<file path="src/rtl/matrix_pkg.sv">
// matrix_pkg: shared sizes, sender state encoding and a counter-width helper for the matrix link.
package matrix_pkg;
  localparam int ELEMENT_WIDTH = 8;
  localparam int MATRIX_DIM = 32;
  localparam int DIBITS_PER_ELEM = ELEMENT_WIDTH / 2;
  typedef enum logic [2:0] {IDLE, PRIME, SEND, CKSUM, DONE} sender_state_t;
  function automatic int cw(input int n);
    return n > 1 ? $clog2(n) : 1;
  endfunction
endpackage

</file>
<file path="src/rtl/matrix_result_sender_if.sv">
// matrix_result_sender_if: control, result-BRAM read port and dibit stream of the matrix sender.
interface matrix_result_sender_if #(
  parameter int ELEMENT_WIDTH = matrix_pkg::ELEMENT_WIDTH,
  parameter int MATRIX_DIM = matrix_pkg::MATRIX_DIM
) ();
  logic start;
  logic busy;
  logic done;
  logic row_rd_en;
  logic [matrix_pkg::cw(MATRIX_DIM)-1:0] row_addr;
  logic [MATRIX_DIM*ELEMENT_WIDTH-1:0] row_data;
  logic axiov;
  logic [1:0] axiod;
  modport master(input start, row_data, output busy, done, row_rd_en, row_addr, axiov, axiod);
  modport slave(output start, row_data, input busy, done, row_rd_en, row_addr, axiov, axiod);
endinterface

</file>
<file path="src/rtl/matrix_result_sender_row_serializer.sv">
// row_serializer: row-wide dibit shifter with a holding register that reloads it gaplessly at row end.
// Element-start outputs exist only when MATRIX_SENDER_CHECKSUM_EN is defined.
module row_serializer #(
  parameter int ELEMENT_WIDTH = matrix_pkg::ELEMENT_WIDTH,
  parameter int MATRIX_DIM = matrix_pkg::MATRIX_DIM
) (
  input logic clk,
  input logic rst,
  input logic load,
  input logic capture,
  input logic shift,
  input logic [MATRIX_DIM*ELEMENT_WIDTH-1:0] row_data,
  output logic [1:0] dibit,
  output logic last
`ifdef MATRIX_SENDER_CHECKSUM_EN
  ,
  output logic elem_first,
  output logic [ELEMENT_WIDTH-1:0] head
`endif
);
  import matrix_pkg::*;
  localparam int W = MATRIX_DIM * ELEMENT_WIDTH;
  localparam int DPE = ELEMENT_WIDTH / 2;
  logic [W-1:0] sr, hold;
  logic [cw(DPE)-1:0] dcnt;
  logic [cw(MATRIX_DIM)-1:0] ecnt;
  logic d_wrap;
  assign d_wrap = int'(dcnt) == DPE - 1;
  assign last = d_wrap && int'(ecnt) == MATRIX_DIM - 1;
  assign dibit = sr[W-1 -: 2];
`ifdef MATRIX_SENDER_CHECKSUM_EN
  assign elem_first = dcnt == '0;
  assign head = sr[W-1 -: ELEMENT_WIDTH];
`endif
  always_ff @(posedge clk) begin
    if (rst) begin
      sr <= '0;
      hold <= '0;
      dcnt <= '0;
      ecnt <= '0;
    end else begin
      if (capture) hold <= row_data;
      if (load) begin
        sr <= row_data;
        dcnt <= '0;
        ecnt <= '0;
      end else if (shift) begin
        sr <= last ? hold : sr << 2;
        dcnt <= d_wrap ? '0 : dcnt + 1'b1;
        ecnt <= d_wrap ? (last ? '0 : ecnt + 1'b1) : ecnt;
      end
    end
  end
endmodule

</file>
<file path="src/rtl/matrix_result_sender.sv">
// matrix_result_sender: reads the result matrix row by row from BRAM and streams it as contiguous dibits.
// Define MATRIX_SENDER_CHECKSUM_EN to append an 8-bit element sum as four trailer dibits.
module matrix_result_sender #(
  parameter int ELEMENT_WIDTH = matrix_pkg::ELEMENT_WIDTH,
  parameter int MATRIX_DIM = matrix_pkg::MATRIX_DIM,
  parameter int RD_LATENCY = 2
) (
  input logic eth_refclk,
  input logic rst,
  matrix_result_sender_if.master bus
);
  import matrix_pkg::*;
  localparam int RW = cw(MATRIX_DIM);
  sender_state_t state;
  logic [RW-1:0] row_cnt;
  logic [RD_LATENCY-1:0] rd_dly;
  logic [1:0] dibit;
  logic last, arrive, last_row;
  assign arrive = rd_dly[RD_LATENCY-1];
  assign last_row = int'(row_cnt) == MATRIX_DIM - 1;
`ifdef MATRIX_SENDER_CHECKSUM_EN
  logic elem_first;
  logic [ELEMENT_WIDTH-1:0] head;
  logic [7:0] sum, ck, sum_nx;
  logic [1:0] ck_cnt;
  assign sum_nx = sum + (elem_first ? 8'(head) : 8'd0);
  // ck tracks the running sum while sending so it already holds the total on entering CKSUM
  always_ff @(posedge eth_refclk) begin
    if (rst || state == IDLE) begin
      sum <= '0;
      ck <= '0;
      ck_cnt <= '0;
    end else if (state == SEND) begin
      sum <= sum_nx;
      ck <= sum_nx;
    end else if (state == CKSUM) begin
      ck <= ck << 2;
      ck_cnt <= ck_cnt + 1'b1;
    end
  end
`endif
  row_serializer #(.ELEMENT_WIDTH(ELEMENT_WIDTH), .MATRIX_DIM(MATRIX_DIM)) u_ser (
    .clk(eth_refclk),
    .rst(rst),
    .load(state == PRIME && arrive),
    .capture(state == SEND && arrive),
    .shift(state == SEND),
    .row_data(bus.row_data),
    .dibit(dibit),
    .last(last)
`ifdef MATRIX_SENDER_CHECKSUM_EN
    ,
    .elem_first(elem_first),
    .head(head)
`endif
  );
  // rd_dly marks the cycle a read's data is on row_data, for both the prime and the prefetch reads
  always_ff @(posedge eth_refclk) begin
    if (rst) begin
      state <= IDLE;
      row_cnt <= '0;
      rd_dly <= '0;
      bus.row_rd_en <= 1'b0;
      bus.row_addr <= '0;
      bus.busy <= 1'b0;
      bus.done <= 1'b0;
      bus.axiov <= 1'b0;
      bus.axiod <= '0;
    end else begin
      rd_dly <= RD_LATENCY'({rd_dly, bus.row_rd_en});
      bus.row_rd_en <= 1'b0;
      bus.done <= 1'b0;
      bus.axiov <= 1'b0;
      case (state)
        IDLE: if (bus.start) begin
          bus.row_rd_en <= 1'b1;
          bus.row_addr <= '0;
          bus.busy <= 1'b1;
          row_cnt <= '0;
          state <= PRIME;
        end
        PRIME: if (arrive) begin
          state <= SEND;
          if (MATRIX_DIM > 1) begin
            bus.row_rd_en <= 1'b1;
            bus.row_addr <= RW'(1);
          end
        end
        SEND: begin
          bus.axiov <= 1'b1;
          bus.axiod <= dibit;
          if (last) begin
            if (!last_row) row_cnt <= row_cnt + 1'b1;
            if (int'(row_cnt) + 2 < MATRIX_DIM) begin
              bus.row_rd_en <= 1'b1;
              bus.row_addr <= RW'(int'(row_cnt) + 2);
            end
`ifdef MATRIX_SENDER_CHECKSUM_EN
            if (last_row) state <= CKSUM;
`else
            if (last_row) state <= DONE;
`endif
          end
        end
`ifdef MATRIX_SENDER_CHECKSUM_EN
        CKSUM: begin
          bus.axiov <= 1'b1;
          bus.axiod <= ck[7:6];
          if (ck_cnt == 2'd3) state <= DONE;
        end
`endif
        DONE: begin
          bus.busy <= 1'b0;
          bus.done <= 1'b1;
          state <= IDLE;
        end
        default: state <= IDLE;
      endcase
    end
  end
endmodule

</file>
<file path="src/flat_wrapper.sv">
// flat-port wrapper written by rule: the top's interface ports become plain ports
module matrix_result_sender_flat import matrix_pkg::*;
#(
  parameter int ELEMENT_WIDTH = matrix_pkg::ELEMENT_WIDTH,
  parameter int MATRIX_DIM = matrix_pkg::MATRIX_DIM,
  parameter int RD_LATENCY = 2
)
  (eth_refclk, rst, bus_start, bus_row_data, bus_busy, bus_done, bus_row_rd_en, bus_row_addr, bus_axiov, bus_axiod);
  matrix_result_sender_if #(.ELEMENT_WIDTH(ELEMENT_WIDTH), .MATRIX_DIM(MATRIX_DIM)) bus_i ();
  input logic eth_refclk;
  input logic rst;
  input wire logic [$bits(bus_i.start)-1:0] bus_start;
  input wire logic [$bits(bus_i.row_data)-1:0] bus_row_data;
  output wire logic [$bits(bus_i.busy)-1:0] bus_busy;
  output wire logic [$bits(bus_i.done)-1:0] bus_done;
  output wire logic [$bits(bus_i.row_rd_en)-1:0] bus_row_rd_en;
  output wire logic [$bits(bus_i.row_addr)-1:0] bus_row_addr;
  output wire logic [$bits(bus_i.axiov)-1:0] bus_axiov;
  output wire logic [$bits(bus_i.axiod)-1:0] bus_axiod;
  assign bus_i.start = bus_start;
  assign bus_i.row_data = bus_row_data;
  assign bus_busy = bus_i.busy;
  assign bus_done = bus_i.done;
  assign bus_row_rd_en = bus_i.row_rd_en;
  assign bus_row_addr = bus_i.row_addr;
  assign bus_axiov = bus_i.axiov;
  assign bus_axiod = bus_i.axiod;
  matrix_result_sender #(.ELEMENT_WIDTH(ELEMENT_WIDTH), .MATRIX_DIM(MATRIX_DIM), .RD_LATENCY(RD_LATENCY)) u_core (.eth_refclk(eth_refclk), .rst(rst), .bus(bus_i));
endmodule
</file>
<file path="config.mk">
export PLATFORM = sky130hd
export DESIGN_NAME = matrix_result_sender_flat
export DESIGN_NICKNAME = d
export VERILOG_FILES = /design/src/rtl/matrix_pkg.sv /design/src/rtl/matrix_result_sender_if.sv /design/src/rtl/matrix_result_sender_row_serializer.sv /design/src/rtl/matrix_result_sender.sv /design/src/flat_wrapper.sv
export SDC_FILE = /design/constraint.sdc
export NUM_CORES = 1
export LEC_CHECK = 0
export CAP_MARGIN = 20
export CORE_UTILIZATION = 25
export DETAILED_ROUTE_END_ITERATION = 10
export DONT_BUFFER_PORTS = 1
export PLACE_DENSITY_LB_ADDON = 0.12
export SLEW_MARGIN = 25
export SYNTH_ARGS = -nofsm -noshare
export SYNTH_HDL_FRONTEND = slang
export SYNTH_HIERARCHICAL = 1
export SYNTH_SLANG_ARGS = --single-unit
</file>
<file path="constraint.sdc">
create_clock -name eth_refclk -period 4.1 [get_ports eth_refclk]
set_input_delay 0.82 -clock eth_refclk [delete_from_list [all_inputs] [get_ports eth_refclk]]
set_output_delay 0.82 -clock eth_refclk [all_outputs]
set_load 0.02 [all_outputs]
</file>
== Word level (Yosys, flattened, before mapping) ==
Cells that the tools add are included.

* Add/sub/neg operators: 4
* Order comparisons: 1
* Equality and inequality tests: 12
* Multiplexer cells: 27
* Reductions and logical operators: 14

{| class="wikitable"
|+ Operator list
! operator !! count
|-
| $mux 256 || 3
|-
| $mux 5 || 7
|-
| $lt 32x7->1 const B || 1
|-
| $pmux 5 s3 || 1
|-
| $mux 3 || 4
|-
| $add 5x1->5 const B || 2
|-
| $eq 5x1->1 const B || 2
|-
| $pmux 5 s2 || 1
|-
| $pmux 3 s3 || 1
|-
| $ne 2x1->1 const B || 4
|-
| $reduce_and 4->1 || 2
|-
| $mux 1 || 7
|-
| $add 5x2->6 const B || 1
|-
| $reduce_bool 2->1 || 3
|-
| $reduce_and 5->1 || 1
|-
| $ne 2x2->1 const B || 2
|-
| $reduce_and 2->1 || 2
|-
| $eq 3x1->1 const B || 1
|-
| $eq 3x2->1 const B || 1
|-
| $eq 3x3->1 const B || 1
|-
| $logic_and 1x1->1 || 3
|-
| $logic_not 3->1 || 1
|-
| $pmux 1 s3 || 1
|-
| $reduce_bool 3->1 || 1
|-
| other kinds (5) || 5
|}

* Register bits after elaboration: 540
* Input port bits: 259
* Output and inout port bits: 11
* Word-level logic and storage cells: 71

== Logic depth before layout (Yosys ltp) ==
* Depth in word-level cells: 5
* Gate-level depth with buffers: 11
* Mapped depth without buffers: 9

== Hierarchy ==
Netlist, hierarchy kept.

{| class="wikitable"
|+ Modules (own cells, without submodules)
! module !! instances !! cells each !! area an instance (um^2) !! seq. area each (um^2)
|-
| row_serializer || 1 || 2,631 || 22,743.1 || 10,390.0
|-
| matrix_result_sender || 1 || 108 || 947.2 || 420.4
|}

== Least setup slack after synthesis ==
Ideal clock, no wire load.

* Path kind: flip-flop to flip-flop
* Start point: register u_core.u_ser.ecnt[0]
* End point: register u_core.bus.row_addr[0]
* Setup time: 0.070 ns
* Arrival: 2.223 ns
* Required time: 4.030 ns
* Setup slack: 1.806 ns
* Cell stages (with the launch flop): 12
* Buffers on the path: 2
* Period minus slack after synthesis: 2.294 ns
* Cell sequence: dfxtp_1 ha_1 and3_1 ha_1 buf_6 nand2_1 buf_2 inv_1 mux2i_1 o21a_1 or4_1 a21oi_1

* Word-level cells in the longest chain between the ends: 4

{| class="wikitable"
|+ RTL lines
! what !! line !! text
|-
| start: declaration || matrix_result_sender_row_serializer.sv:26 || <nowiki>logic [cw(MATRIX_DIM)-1:0] ecnt;</nowiki>
|-
| start signal: assignment || matrix_result_sender_row_serializer.sv:50 || <nowiki>ecnt <= d_wrap ? (last ? '0 : ecnt + 1'b1) : ecnt;</nowiki>
|-
| $eq 5x1->1 || matrix_result_sender_row_serializer.sv:29 || <nowiki>assign last = d_wrap && int'(ecnt) == MATRIX_DIM - 1;</nowiki>
|-
| $logic_and 1x1->1 || matrix_result_sender_row_serializer.sv:29 ||
|-
| net u_core.last || matrix_result_sender.sv:18 || <nowiki>logic last, arrive, last_row;</nowiki>
|-
| $ne 2x1->1 (no source line) || -- ||
|-
| $reduce_and 5->1 (no source line) || -- ||
|-
| end signal: assignment || matrix_result_sender.sv:96 || <nowiki>bus.row_addr <= RW'(int'(row_cnt) + 2);</nowiki>
|-
| end: declaration || matrix_result_sender_if.sv:14 || <nowiki>modport master(input start, row_data, output busy, done, row_rd_en, row_addr, axiov, axiod);</nowiki>
|}

The timed path passes the listed nets, and every way through them passes these cells.
A chain may end at the register's enable or synchronous reset.

== Worst setup path after layout ==
* Start point: register u_core.u_ser.ecnt[0]
* End point: register u_core.u_ser.sr[129]

* Word-level cells in the longest chain between the ends: 5

{| class="wikitable"
|+ RTL lines
! what !! line !! text
|-
| $eq 5x1->1 || matrix_result_sender_row_serializer.sv:29 ||
|-
| $logic_and 1x1->1 || matrix_result_sender_row_serializer.sv:29 ||
|-
| $mux 256 || matrix_result_sender_row_serializer.sv:48 || <nowiki>sr <= last ? hold : sr << 2;</nowiki>
|-
| $mux 256 || matrix_result_sender_row_serializer.sv:47 || <nowiki>end else if (shift) begin</nowiki>
|-
| $mux 256 || matrix_result_sender_row_serializer.sv:43 || <nowiki>if (load) begin</nowiki>
|-
| end signal: assignment || matrix_result_sender_row_serializer.sv:44 || <nowiki>sr <= row_data;</nowiki>
|-
| end signal: assignment || matrix_result_sender_row_serializer.sv:48 ||
|-
| end: declaration || matrix_result_sender_row_serializer.sv:24 || <nowiki>logic [W-1:0] sr, hold;</nowiki>
|}

Every way passes these cells. The select of a mux whose other input is x is not followed.

==> flow_summary_export.csv <==
group,metric,value,unit
outcome,status,"complete, but fails checks",
outcome,violations,"max-slew violations",
global_route,use_met1,0.2013,
job,cap_violations,0,
timing,finClkSkew,0.01703,ns
floorplanning,die_width,309.8,um
timing,setup_slack,0.7705,ns
final_layout,diodes,0,
timing,worst_slew_margin_rel,-1.100,
routing,route.detailed.drc,0,
clock_tree,cts_made_buffers,69,
floorplanning,pin_count,270,
timing,fin_crit,3.330,ns
clock_tree,ctsHoldBuffers,0,
yosys,synthFlopType,"dfxtp_1",
routing,drt_first_pass_iters,5,
yosys,synth_top_family_by_area,"compound AO/OA/AOI/OAI gates",
worst_hold_path,hold_class,"input pin to register",
global_route,busiest_layer,"met2",
yosys,synth_common_cells,"540 x dfxtp_1, 271 x nor2_1, 269 x nand2_1",
routing,first_iter_violations,1370,
global_route,grt_overflow,0,
yosys,synth_top_area_cell,"dfxtp_1",
floorplanning,core_region_area,93610,um2
global_route,grt_use_total,0.1625,
timing,timing.fmax,300.3,MHz
yosys,synthDistinctLibCells,49,
floorplanning,die_h,309.8,um
global_route,grt_use_met2,0.2626,
routing,vias_per_cell,5.210,
critical_path,cp.arrival,3.82,ns
final_layout,nets,2812,
yosys,yosys_warnings,6,
yosys,synth_area,23690,um2
clock_tree,cts_tree,"yes",
yosys,synth_top_area_share,0.4563,
critical_path,slowest_stage,"buf_4",
timing,setup_viol,0,
power,power_density,432.8,nW/um2
yosys,synth_edf_count,0,
floorplanning,start_util,0.2531,
critical_path,max_stage_delay,0.92,ns
place,gp_congestion,0.7329,
critical_path,path_cells,"ha_1 > and3_1 > ha_4 > nand2_4 > buf_12 > buf_4 > a211oi_1 > o22ai_1",
global_route,grtUsageMet3,0.05198,
clock_tree,insertion_delay,0.63,ns
timing,final-hold-violation-count,0,
yosys,synthTopCellsByArea,"dfxtp_1 46%, mux2i_1 11%, a211oi_1 8.1%",
clock_tree,clockBufferDepth,3,
yosys,ys_seq_area_frac,0.4563,
routing,post_drt_wl_per_cell,20.84,um
timing,worstMarginPinSlew,3.150,ns
yosys,synthAdderAreaFrac,0.003169,
yosys,avgSynthCellArea,8.649,um2
timing,finalCritPeriodShare,0.8121,
floorplanning,die_area,95990,um2
critical_path,worstSetupPathType,"register to register",
yosys,synth-simple-area-share,0.1615,
critical_path,critPathLaunchType,"register",
critical_path,crit_fanout,176,
global_route,grt_max_degree,535,
power,total_power,11.57,mW
yosys,synth.mux.area_fraction,0.1112,
clock_tree,post_cts_resize_count,0,
power,ir_drop,0.2868,mV
global_route,antenna_found_initial,0,
yosys,async_flop_share,0,
final_layout,drive_above_1_share,0.05665,
yosys,yosysMostFrequentCell,"dfxtp_1",
final_layout,syn_to_final_growth,12.88,%
yosys,synthCells,2739,
yosys,ys_ff_latch,540,
timing,grt_setup_unrepaired,"false",
place,pre_cts_ws,0.8612,ns
place,dpl.hpwl,40840,um
critical_path,end_kind,"register",
place,port_buffers,0,
power,leakage,9.436,nW
critical_path,cp.required,4.59,ns
clock_tree,path_clk_slew,0.06,ns
global_route,grt_pass1_vias,20044,
place,placed_cells,3729,
clock_tree,cts_root_buffer,"clkbuf_16",
yosys,synth_compound_area_frac,0.2117,
clock_tree,htree_levels,3,
yosys,synth-xor-area-share,0.0007394,
routing,detail-route-antenna-nets,0,
timing,final.setup.tns,0,ns
routing,vias,20054,
routing,drt_wl_total,80190,um
clock_tree,post-cts-setup-buffers,0,
final_layout,layout.cells.non_filler,3849,
global_route,grt_pass1_wl,122200,um
yosys,synth_fp_nets,3004,
floorplanning,rows,112,
timing,drv_slew,326,
clock_tree,cts_sinks,540,
[worst max-delay path: cells and delay by family, from the launching register on]
family / cells / cell delay (ns)
adders and majority gates: 2 / 0.42
DFF: 1 / 0.35
AOI/OAI and AO/OA: 2 / 0.37
buffers and inverters: 2 / 1.64
and+or+nand+nor: 2 / 0.29
[final cells by class]
type | count | area (um2)
Fill cell | 10011 | 66870
Tap cell | 1254 | 1569
Clock inverter | 13 | 140.1
Inverter | 6 | 37.54
Sequential cell | 540 | 10810
Clock buffer | 106 | 2100
Timing Repair Buffer | 32 | 462.9
Multi-Input combinational cell | 1898 | 11620
[logic make-up (layout without fill, tap and decap cells)]
group / Yosys count / after routing
buffers and inverters: 301 / 157
muxes: 263 / 263
xor gates and xnor gates: 2 / 2
adders and majority gates: 6 / 6
DFF: 540 / 540
and+or+nand+nor: 825 / 825
AOI/OAI and AO/OA: 802 / 802
[report_power, final]
part | switching (mW) | leakage (nW) | total, mW | internal (mW)
combinational | 0.118 | 3.98 | 0.189 | 0.0704
sequential | 0.0335 | 4.35 | 5.33 | 5.30
clock | 2.41 | 1.10 | 6.05 | 3.64
[registers in the layout, summed over array words and instances (netlist names)]
register	cells
u_core/u_ser/hold	256
u_core/u_ser/sr	256
u_core/bus.row_addr	5
u_core/row_cnt	5
u_core/u_ser/ecnt	5
u_core/state	3
u_core/bus.axiod	2
u_core/rd_dly	2
u_core/u_ser/dcnt	2
u_core/bus.axiov	1
u_core/bus.busy	1
u_core/bus.done	1
u_core/bus.row_rd_en	1
[worst paths after layout]
path	slack, ns	depth (start not counted)	from	endpoint
setup reg to reg	0.77	8	u_core/u_ser/ecnt[0]	u_core/u_ser/sr[129]
hold reg to reg	0.45	1	u_core/rd_dly[0]	u_core/rd_dly[1]
hold / removal	0.31	1	rst	u_core/u_ser/hold[244]
setup / recovery	0.77	8	u_core/u_ser/ecnt[0]	u_core/u_ser/sr[129]
[stage by stage]
stage	hold WS [ns]	instance area [um2]	util
2_1_floorplan	0.4138	23690	-
3_3_place_gp	0.4311	24420	0.2609
3_5_place_dp	0.4436	24470	0.2615
4_1_cts	0.2504	26710	0.2854
5_1_grt	0.2747	26740	0.2857
6_report	0.3142	26740	0.2857
[cells in the final DEF, fill, tap and decap left out, types with 3 or more instances in the layout]
cell,n
buf_16,3
inv_1,4
nor2_4,3
o22ai_1,254
clkinv_2,6
mux2i_1,262
ha_1,4
a21oi_1,18
nand2_1,268
clkbuf_16,72
nand4_1,3
o21ai_0,252
and3_1,256
buf_4,16
dfxtp_1,540
a211oi_1,255
or4_1,3
buf_12,13
nor2_1,268
inv_6,3
clkbuf_1,17
nand3b_1,3
clkbuf_8,17
o21ai_1,10
nand3_1,6
[routing by layer]
| layer | up-vias | wire, um |
|---|---|---|
| met1 | 9886 | 34950 |
| met2 | 491 | 36790 |
| met3 | 107 | 6263 |
| li1 | 9570 | - |
| met5 | - | 0 |
| met4 | 0 | 2184 |
Power figures use the tool's default switching activity.
